===== config.mk =====
export PLATFORM = sky130hd
export DESIGN_NAME = trigger_arbiter
export DESIGN_NICKNAME = d
export VERILOG_FILES = /design/src/rtl/trigger_arbiter.sv
export SDC_FILE = /design/constraint.sdc
export NUM_CORES = 1
export LEC_CHECK = 0
export CAP_MARGIN = 30
export CORE_UTILIZATION = 52
export DETAILED_ROUTE_END_ITERATION = 8
export GPL_TIMING_DRIVEN = 0
export PLACE_DENSITY_LB_ADDON = 0.05
export SYNTH_ARGS = -nofsm -noshare
export SYNTH_HDL_FRONTEND = slang
export SYNTH_SLANG_ARGS = --single-unit

===== constraint.sdc =====
create_clock -name clk -period 12.2 [get_ports clk]
set_input_delay 2.44 -clock clk [delete_from_list [all_inputs] [get_ports clk]]
set_output_delay 2.44 -clock clk [all_outputs]
set_load 0.02 [all_outputs]

===== src/rtl/trigger_arbiter.sv =====
// Four-source trigger arbiter: sync-slot sampling, one-deep request latches,
// round-robin grant, programmable dead time, issued/dropped trigger counters.
module trigger_arbiter #(
    parameter int N = 3
) (
    input  logic             clk,
    input  logic             reset_n,
    input  logic             sync,
    input  logic             enable,
    input  logic [3:0]       src_mask,
    input  logic [7:0]       deadtime,
    input  logic [3:0]       req,
    input  logic [4*N-1:0]   req_data,
    input  logic             clr_cnt,
    output logic             trg_out,
    output logic [N-1:0]     data_out,
    output logic [1:0]       src_out,
    output logic             busy,
    output logic [15:0]      trg_cnt,
    output logic [15:0]      drop_cnt
);

    logic [3:0]          pending_q, pending_d;
    logic [3:0][N-1:0]   held_q, held_d;
    logic [1:0]          rr_q, rr_d;
    logic [7:0]          dcnt_q, dcnt_d;
    logic                trg_q, trg_d;
    logic [N-1:0]        data_q, data_d;
    logic [1:0]          src_q, src_d;
    logic                busy_q, busy_d;
    logic [15:0]         trg_cnt_q, trg_cnt_d;
    logic [15:0]         drop_cnt_q, drop_cnt_d;

    logic [3:0]          q_s;
    logic [3:0]          cand_s;
    logic                found_s;
    logic                grant_s;
    logic [1:0]          win_s;
    logic [1:0]          idx_s;
    logic                hit_s;
    logic [N-1:0]        win_data_s;
    logic [2:0]          ndrop_s;
    logic [16:0]         drop_sum_s;

    // Round-robin winner search starting one past the last granted source.
    always_comb begin
        q_s     = req & src_mask & {4{sync & enable}};
        cand_s  = (pending_q & src_mask) | q_s;
        found_s = 1'b0;
        win_s   = 2'd0;
        idx_s   = 2'd0;
        hit_s   = 1'b0;
        for (int k = 1; k <= 4; k++) begin
            idx_s   = rr_q + 2'(k);
            hit_s   = cand_s[idx_s] & ~found_s;
            win_s   = hit_s ? idx_s : win_s;
            found_s = found_s | hit_s;
        end
        grant_s    = found_s & sync & enable & (dcnt_q == 8'd0);
        win_data_s = pending_q[win_s] ? held_q[win_s] : req_data[win_s*N +: N];
    end

    // Next-state: latching, drops, grant outputs, dead time and counters.
    always_comb begin
        pending_d  = pending_q;
        held_d     = held_q;
        rr_d       = rr_q;
        dcnt_d     = dcnt_q;
        trg_d      = trg_q;
        data_d     = data_q;
        src_d      = src_q;
        trg_cnt_d  = trg_cnt_q;
        ndrop_s    = 3'd0;

        for (int i = 0; i < 4; i++) begin
            if (q_s[i]) begin
                if (grant_s && (win_s == 2'(i))) begin
                    // A pending winner goes out with held data; the fresh request re-latches.
                    held_d[i] = pending_q[i] ? req_data[i*N +: N] : held_q[i];
                end else if (pending_q[i]) begin
                    ndrop_s = ndrop_s + 3'd1;
                end else begin
                    pending_d[i] = 1'b1;
                    held_d[i]    = req_data[i*N +: N];
                end
            end else if (grant_s && (win_s == 2'(i))) begin
                pending_d[i] = 1'b0;
            end else begin
                pending_d[i] = pending_q[i];
            end
        end

        if (grant_s) begin
            trg_d     = 1'b1;
            data_d    = win_data_s;
            src_d     = win_s;
            rr_d      = win_s;
            dcnt_d    = deadtime;
            trg_cnt_d = trg_cnt_q + 16'd1;
        end else if (sync) begin
            trg_d  = 1'b0;
            data_d = '0;
            dcnt_d = (dcnt_q != 8'd0) ? (dcnt_q - 8'd1) : dcnt_q;
        end else begin
            trg_d = trg_q;
        end

        drop_sum_s = {1'b0, drop_cnt_q} + {14'd0, ndrop_s};
        drop_cnt_d = drop_sum_s[16] ? 16'hFFFF : drop_sum_s[15:0];

        if (!enable) begin
            pending_d = 4'd0;
            dcnt_d    = 8'd0;
        end else begin
            pending_d = pending_d;
        end
        pending_d = pending_d & src_mask;

        if (clr_cnt) begin
            trg_cnt_d  = 16'd0;
            drop_cnt_d = 16'd0;
        end else begin
            trg_cnt_d = trg_cnt_d;
        end

        busy_d = (dcnt_d != 8'd0);
    end

    // State and output registers.
    always_ff @(posedge clk or negedge reset_n) begin
        if (!reset_n) begin
            pending_q  <= 4'd0;
            held_q     <= '0;
            rr_q       <= 2'd3;
            dcnt_q     <= 8'd0;
            trg_q      <= 1'b0;
            data_q     <= '0;
            src_q      <= 2'd0;
            busy_q     <= 1'b0;
            trg_cnt_q  <= 16'd0;
            drop_cnt_q <= 16'd0;
        end else begin
            pending_q  <= pending_d;
            held_q     <= held_d;
            rr_q       <= rr_d;
            dcnt_q     <= dcnt_d;
            trg_q      <= trg_d;
            data_q     <= data_d;
            src_q      <= src_d;
            busy_q     <= busy_d;
            trg_cnt_q  <= trg_cnt_d;
            drop_cnt_q <= drop_cnt_d;
        end
    end

    assign trg_out  = trg_q;
    assign data_out = data_q;
    assign src_out  = src_q;
    assign busy     = busy_q;
    assign trg_cnt  = trg_cnt_q;
    assign drop_cnt = drop_cnt_q;

endmodule


# == Yosys cells after proc, flatten, opt, wreduce, memory -nomap -nowiden ==
# Cells that the tools add are included.
# classes
n_bitwise,18
eq_ne,11
shifts,1
order_cmp,5
reduce_logical,14
n_addsub,9
mul,1
n_mux,66
# ops
op,count
$mux W3,26
$mux W16,4
$mux W8,4
$mux W1,21
$add A16 B3 Y17,1
$add A16 B1 Y16 const B,1
$and A4 B4 Y4,4
$reduce_bool A8 Y1,2
$lt A2 B3 Y1 const B,5
$reduce_and A3 Y1,4
$shiftx A12 B5 Y3,1
$bmux W1 S2,5
$add A3 B1 Y3 const B,3
$logic_not A8 Y1,1
$mux W2,4
$ne A2 B1 Y1 const B,4
$ne A2 B2 Y1 const B,4
$sub A8 B1 Y8 const B,1
$and A1 B1 Y1,7
$bmux W3 S2,1
$add A2 B2 Y2 const B,2
$eq A2 B2 Y1 const B,2
$logic_and A1 B1 Y1,4
$mul A2 B2 Y4 const B,1
other kinds (8),13
# word_totals
out_inout_bits,39
reg_bits,65

# == Longest topological paths before layout ==
# depth
word_depth,35
mapped_depth,25
depth_no_buf,24

# == Worst setup path after synthesis ==
# Ideal clock, no wire load.
# synth_path
path_type,input to register
from,input sync
to,"register drop_cnt_q[10], in the netlist drop_cnt[10]"
setup_slack_ns,4.892
setup_ns,0.078
stages,25
path_buffers,3
arrival_time_ns,7.230
path_cell_list,buf_2 and4_1 a21oi_1 nor2_1 a211o_1 buf_2 nor2_1 nand2_1 ha_1 and2_1 ha_1 mux2i_4 inv_1 ha_1 mux2_4 ha_1 mux2i_1 fa_1 inv_1 a21oi_1 nor2_1 nand3_1 or3_1 clkbuf_1 a21oi_1
# synth_between
elab_chain_cells,35
elab_cells_between_ends,52
cone_classes,add/sub: 4; eq/ne: 3; mux: 25; bitwise: 15; reduce/logical: 5
# synth_lines
item,line_no,source
from (decl),8,"input logic sync,"
$and A1 B1 Y1,47,q_s = req & src_mask & {4{sync & enable}};
$and A4 B4 Y4,47,
$or A4 B4 Y4,48,cand_s = (pending_q & src_mask) | q_s;
$bmux W1 S2,55,hit_s = cand_s[idx_s] & ~found_s;
$mux W1 (not written as such),55,
$not A1 Y1,55,
$and A1 B1 Y1,55,
$or A1 B1 Y1,57,found_s = found_s | hit_s;
[... 20 more ...],-,
$add A3 B1 Y3,81,ndrop_s = ndrop_s + 3'd1;
$mux W3,80,end else if (pending_q[i]) begin
$mux W3,77,if (grant_s && (win_s == 2'(i))) begin
$mux W3 (*),76,if (q_s[i]) begin
$add A16 B3 Y17 (*),108,"drop_sum_s = {1'b0, drop_cnt_q} + {14'd0, ndrop_s};"
$mux W16 (*),109,drop_cnt_d = drop_sum_s[16] ? 16'hFFFF : drop_sum_s[15:0];
$mux W16 (*),119,if (clr_cnt) begin
named net drop_cnt_d[10],32,"logic [15:0] drop_cnt_q, drop_cnt_d;"
to (signal assigned),152,drop_cnt_q <= drop_cnt_d;
to (decl),32,
# Mark *: on every way through the listed nets, which the timed path passes. The rest lies on a longest branch. The select of a mux whose other input is x is not followed.
# A chain may end at the register's enable or synchronous reset.

# == Final worst setup path ==
# layout_path
from,input enable
to,"register drop_cnt_q[5], in the netlist drop_cnt[5]"
# layout_between
elab_chain_cells,35
elab_cells_between_ends,52
cone_classes,add/sub: 4; eq/ne: 3; mux: 25; bitwise: 15; reduce/logical: 5
# layout_lines
item,line_no,source
from (decl),9,"input logic enable,"
$and A1 B1 Y1,47,
$and A4 B4 Y4,47,
$or A4 B4 Y4,48,
$bmux W1 S2,55,
$mux W1 (not written as such),55,
$not A1 Y1,55,
$and A1 B1 Y1,55,
$or A1 B1 Y1,57,
[... 20 more ...],-,
$add A3 B1 Y3,81,
$mux W3,80,
$mux W3,77,
$mux W3 (*),76,
$add A16 B3 Y17 (*),108,
$mux W16 (*),109,
$mux W16 (*),119,
named net drop_cnt_d[5],32,
# Marks and branches as above.

==> results.cfg <==
[placement]
io_buffers = 70
hpwl_um = 6340
globalplace.congestion = 0.880
place_ws_ps = 3650

[clock_tree]
cts-resized-gates = 0
clkLatencyLatePin_ps = 340
root_buffer = clkbuf_8
clockBufferDepth = 2
numCtsBuffers = 9
htreeDepth = 3
clock_sinks = 65
cts_tree = yes
postCtsSetupBuffers = 0
cts.clk_slew.worst_paths_ps = 70
cts_hold_buffers = 0

[drt]
vias = 3280
via_per_inst = 5.52
wl_per_cell_um = 14.7
drt_iter0_markers = 154
ant_nets = 0
drt_wl_total_um = 8720
drc = 0
drt_pass1_iterations = 4

[die]
initial_utilization_pct = 53.9
rows = 31
core_sq_um = 7250
die_area_sq_um = 7860
pin_count = 72
die_w_um = 88.7
fp.dieH_um = 88.7

[power]
p_leak_uw = 0.00212
cellPowerDensity_nw_per_um2 = 125
total_power_uw = 613
ir_drop_uv = 55.8

[synthesis]
synth_edf_count = 0
netlist.area_leader.share_pct = 40.4
synth_area_leaders = dfrtp_1 40%, mux2i_1 5.9%, ha_1 5.4%, nand2_1 4.7%, a21oi_1 4.1%
synth_common_cells = 63 x dfrtp_1, 49 x nand2_1, 32 x a21oi_1
syn_area_sq_um = 3910
syn_inst = 411
yosys_most_used_dff = dfrtp_1
synth_seq_cells = 65
ys_warn_count = 0
ys_async_sr_fraction_pct = 100
yosysTopAreaCell = dfrtp_1
yosysMostFrequentCell = dfrtp_1
yosysUniqueCellTypes = 53
yosysSeqAreaShare_pct = 41.7
syn_avg_cell_area_sq_um = 9.50
syn_nets = 462

[sta]
fmax_mhz = 121
fin_crit_ps = 8240
tns_ps = 0
tightest_slew_ps = 833
drv_slew = 0
skew_ps = 3.91
setup_slack_ps = 3960
rsz0062_at_grt = false
finalHoldViolations = 0
slew_headroom_pct = 44.5
setup_viol = 0
final.period_utilization_pct = 67.5
holdWs_ps = 507

[finish]
regArea_sq_um = 1630
n_antenna_cell = 0
layout-drive-gt1-share_pct = 9.70
multiInputGateArea_sq_um = 2110
fillers = 623
syn2layout_area_growth_pct = 25.4
final_core_util_pct = 67.5
nNetsFinal = 543

[setup_path]
worstPathCellList = clkdlybuf4s50_1 > a31o_2 > a22oi_1 > nand3_1 > nand2_1 > nor2_1 > nand2_1 > ha_1 > and2_1 > ha_1 > mux2i_4 > inv_1 > ha_1 > mux2_4 > ha_1 > mux2i_1 > fa_1 > inv_1 > a21oi_1 > nor2_1 > nand3_1 > or3_1 > clkbuf_1 > a21oi_1
crit_type = in2reg
startpoint_type = input pin
worst_path_max_delay_cell = clkdlybuf4s50_1
crit_fanout = 10
end_kind = register
slowest_delay_ps = 520
cp.arrival_ps = 8500
crit_path_frequent_cell = ha_1
required_ps = 12470

[hold_path]
hold_path_class = reg2reg

[global_route]
grt_pass1_wl_um = 14600
grt_max_degree = 66
gr-usage-all-layers_pct = 24.6
grt_overflow = 0
first_global_vias = 3167
antenna_found_initial = 0

[flow_run]
maxCapViolCount = 0

[outcome]
outcome = finished clean
==> routing by layer <==
metal	vias to the layer above	GRT usage (%)	share of wire [%]
li1	1605	-	-
met3	15	6.34	4.3
met4	0	9.68	1.9
met5	-	0	0
met2	86	39.7	48
met1	1574	31.8	46
==> registers in the layout, indices dropped and copies added, names as in the netlist <==
register	cells
pending_q	4
trg_out	1
held_q	12
drop_cnt	16
trg_cnt	16
data_out	3
src_out	2
dcnt_q	8
rr_q	2
busy	1
==> cell usage in the layout (no fill, tap or decap), drive strengths merged, types with 2 or more instances in the layout <==
cell type / count
and3: 5
or3: 7
o22ai: 4
a21o: 6
or2: 2
and4: 4
or4: 3
a21oi: 32
mux2i: 24
o21ai: 12
clkinv: 2
and2: 3
a31o: 2
nor3b: 2
buf: 8
xnor2: 13
mux2: 14
xor2: 17
nand2: 49
dfrtp: 63
ha: 17
a311oi: 4
nand2b: 5
nor2b: 2
a31oi: 2
nor3: 8
inv: 23
nor2: 31
clkbuf: 22
clkdlybuf4s50: 69
nor4: 2
dfstp: 2
o31ai: 2
nand4: 6
nand3: 12
==> worst max-delay path, delay by kind of cell <==
family	cells	cell delay, ps
AO/OA/AOI/OAI	4	930
adder cells (fa/ha/maj)	5	1470
buffers and inverters	4	920
multiplexers	3	540
AND/OR/NAND/NOR	8	2180
==> kinds of logic after synthesis <==
group / synth area share, %
AO/OA/AOI/OAI: 12.1
XOR/XNOR: 7.30
adder cells (fa/ha/maj): 5.96
buffers and inverters: 4.16
flip-flops: 41.7
multiplexers: 10.6
AND/OR/NAND/NOR: 18.2
==> per-stage QoR <==
step           cell area [sq um]  instances
2_1_floorplan               3910        411
3_5_place_dp                4730        580
6_report                    4900        594
3_3_place_gp                4730        580
4_1_cts                     4900        594
5_1_grt                     4900        594
==> final timing paths <==
kind	start	endpoint	slack (ps)	cells after the start
hold reg to reg	held_q[7]	held_q[7]	510	1
max in group asynchronous	reset_n	dcnt_q[3]	9460	1
hold / removal	held_q[7]	held_q[7]	510	1
min in group asynchronous	reset_n	dcnt_q[0]	2170	1
setup / recovery	enable	drop_cnt[5]	3960	24
setup reg to reg	pending_q[3]	drop_cnt[5]	6010	24
==> where the power goes <==
group          switching (uW)  internal, uW
Clock                    82.0          81.8
Combinational            91.8          82.8
Sequential               25.6           249
Total                     199           413
==> area by class of cell <==
class	instances	share of cell area (%)
sequential	65	33.3
inverter	23	1.76
clock buffer	11	3.09
buffer	18	1.56
multi-input combinational	305	43.2
clock inverter	3	0.358
tap	99	2.53
timing repair buffer	70	14.3
Note: power is estimated with default switching activity, not from simulation.
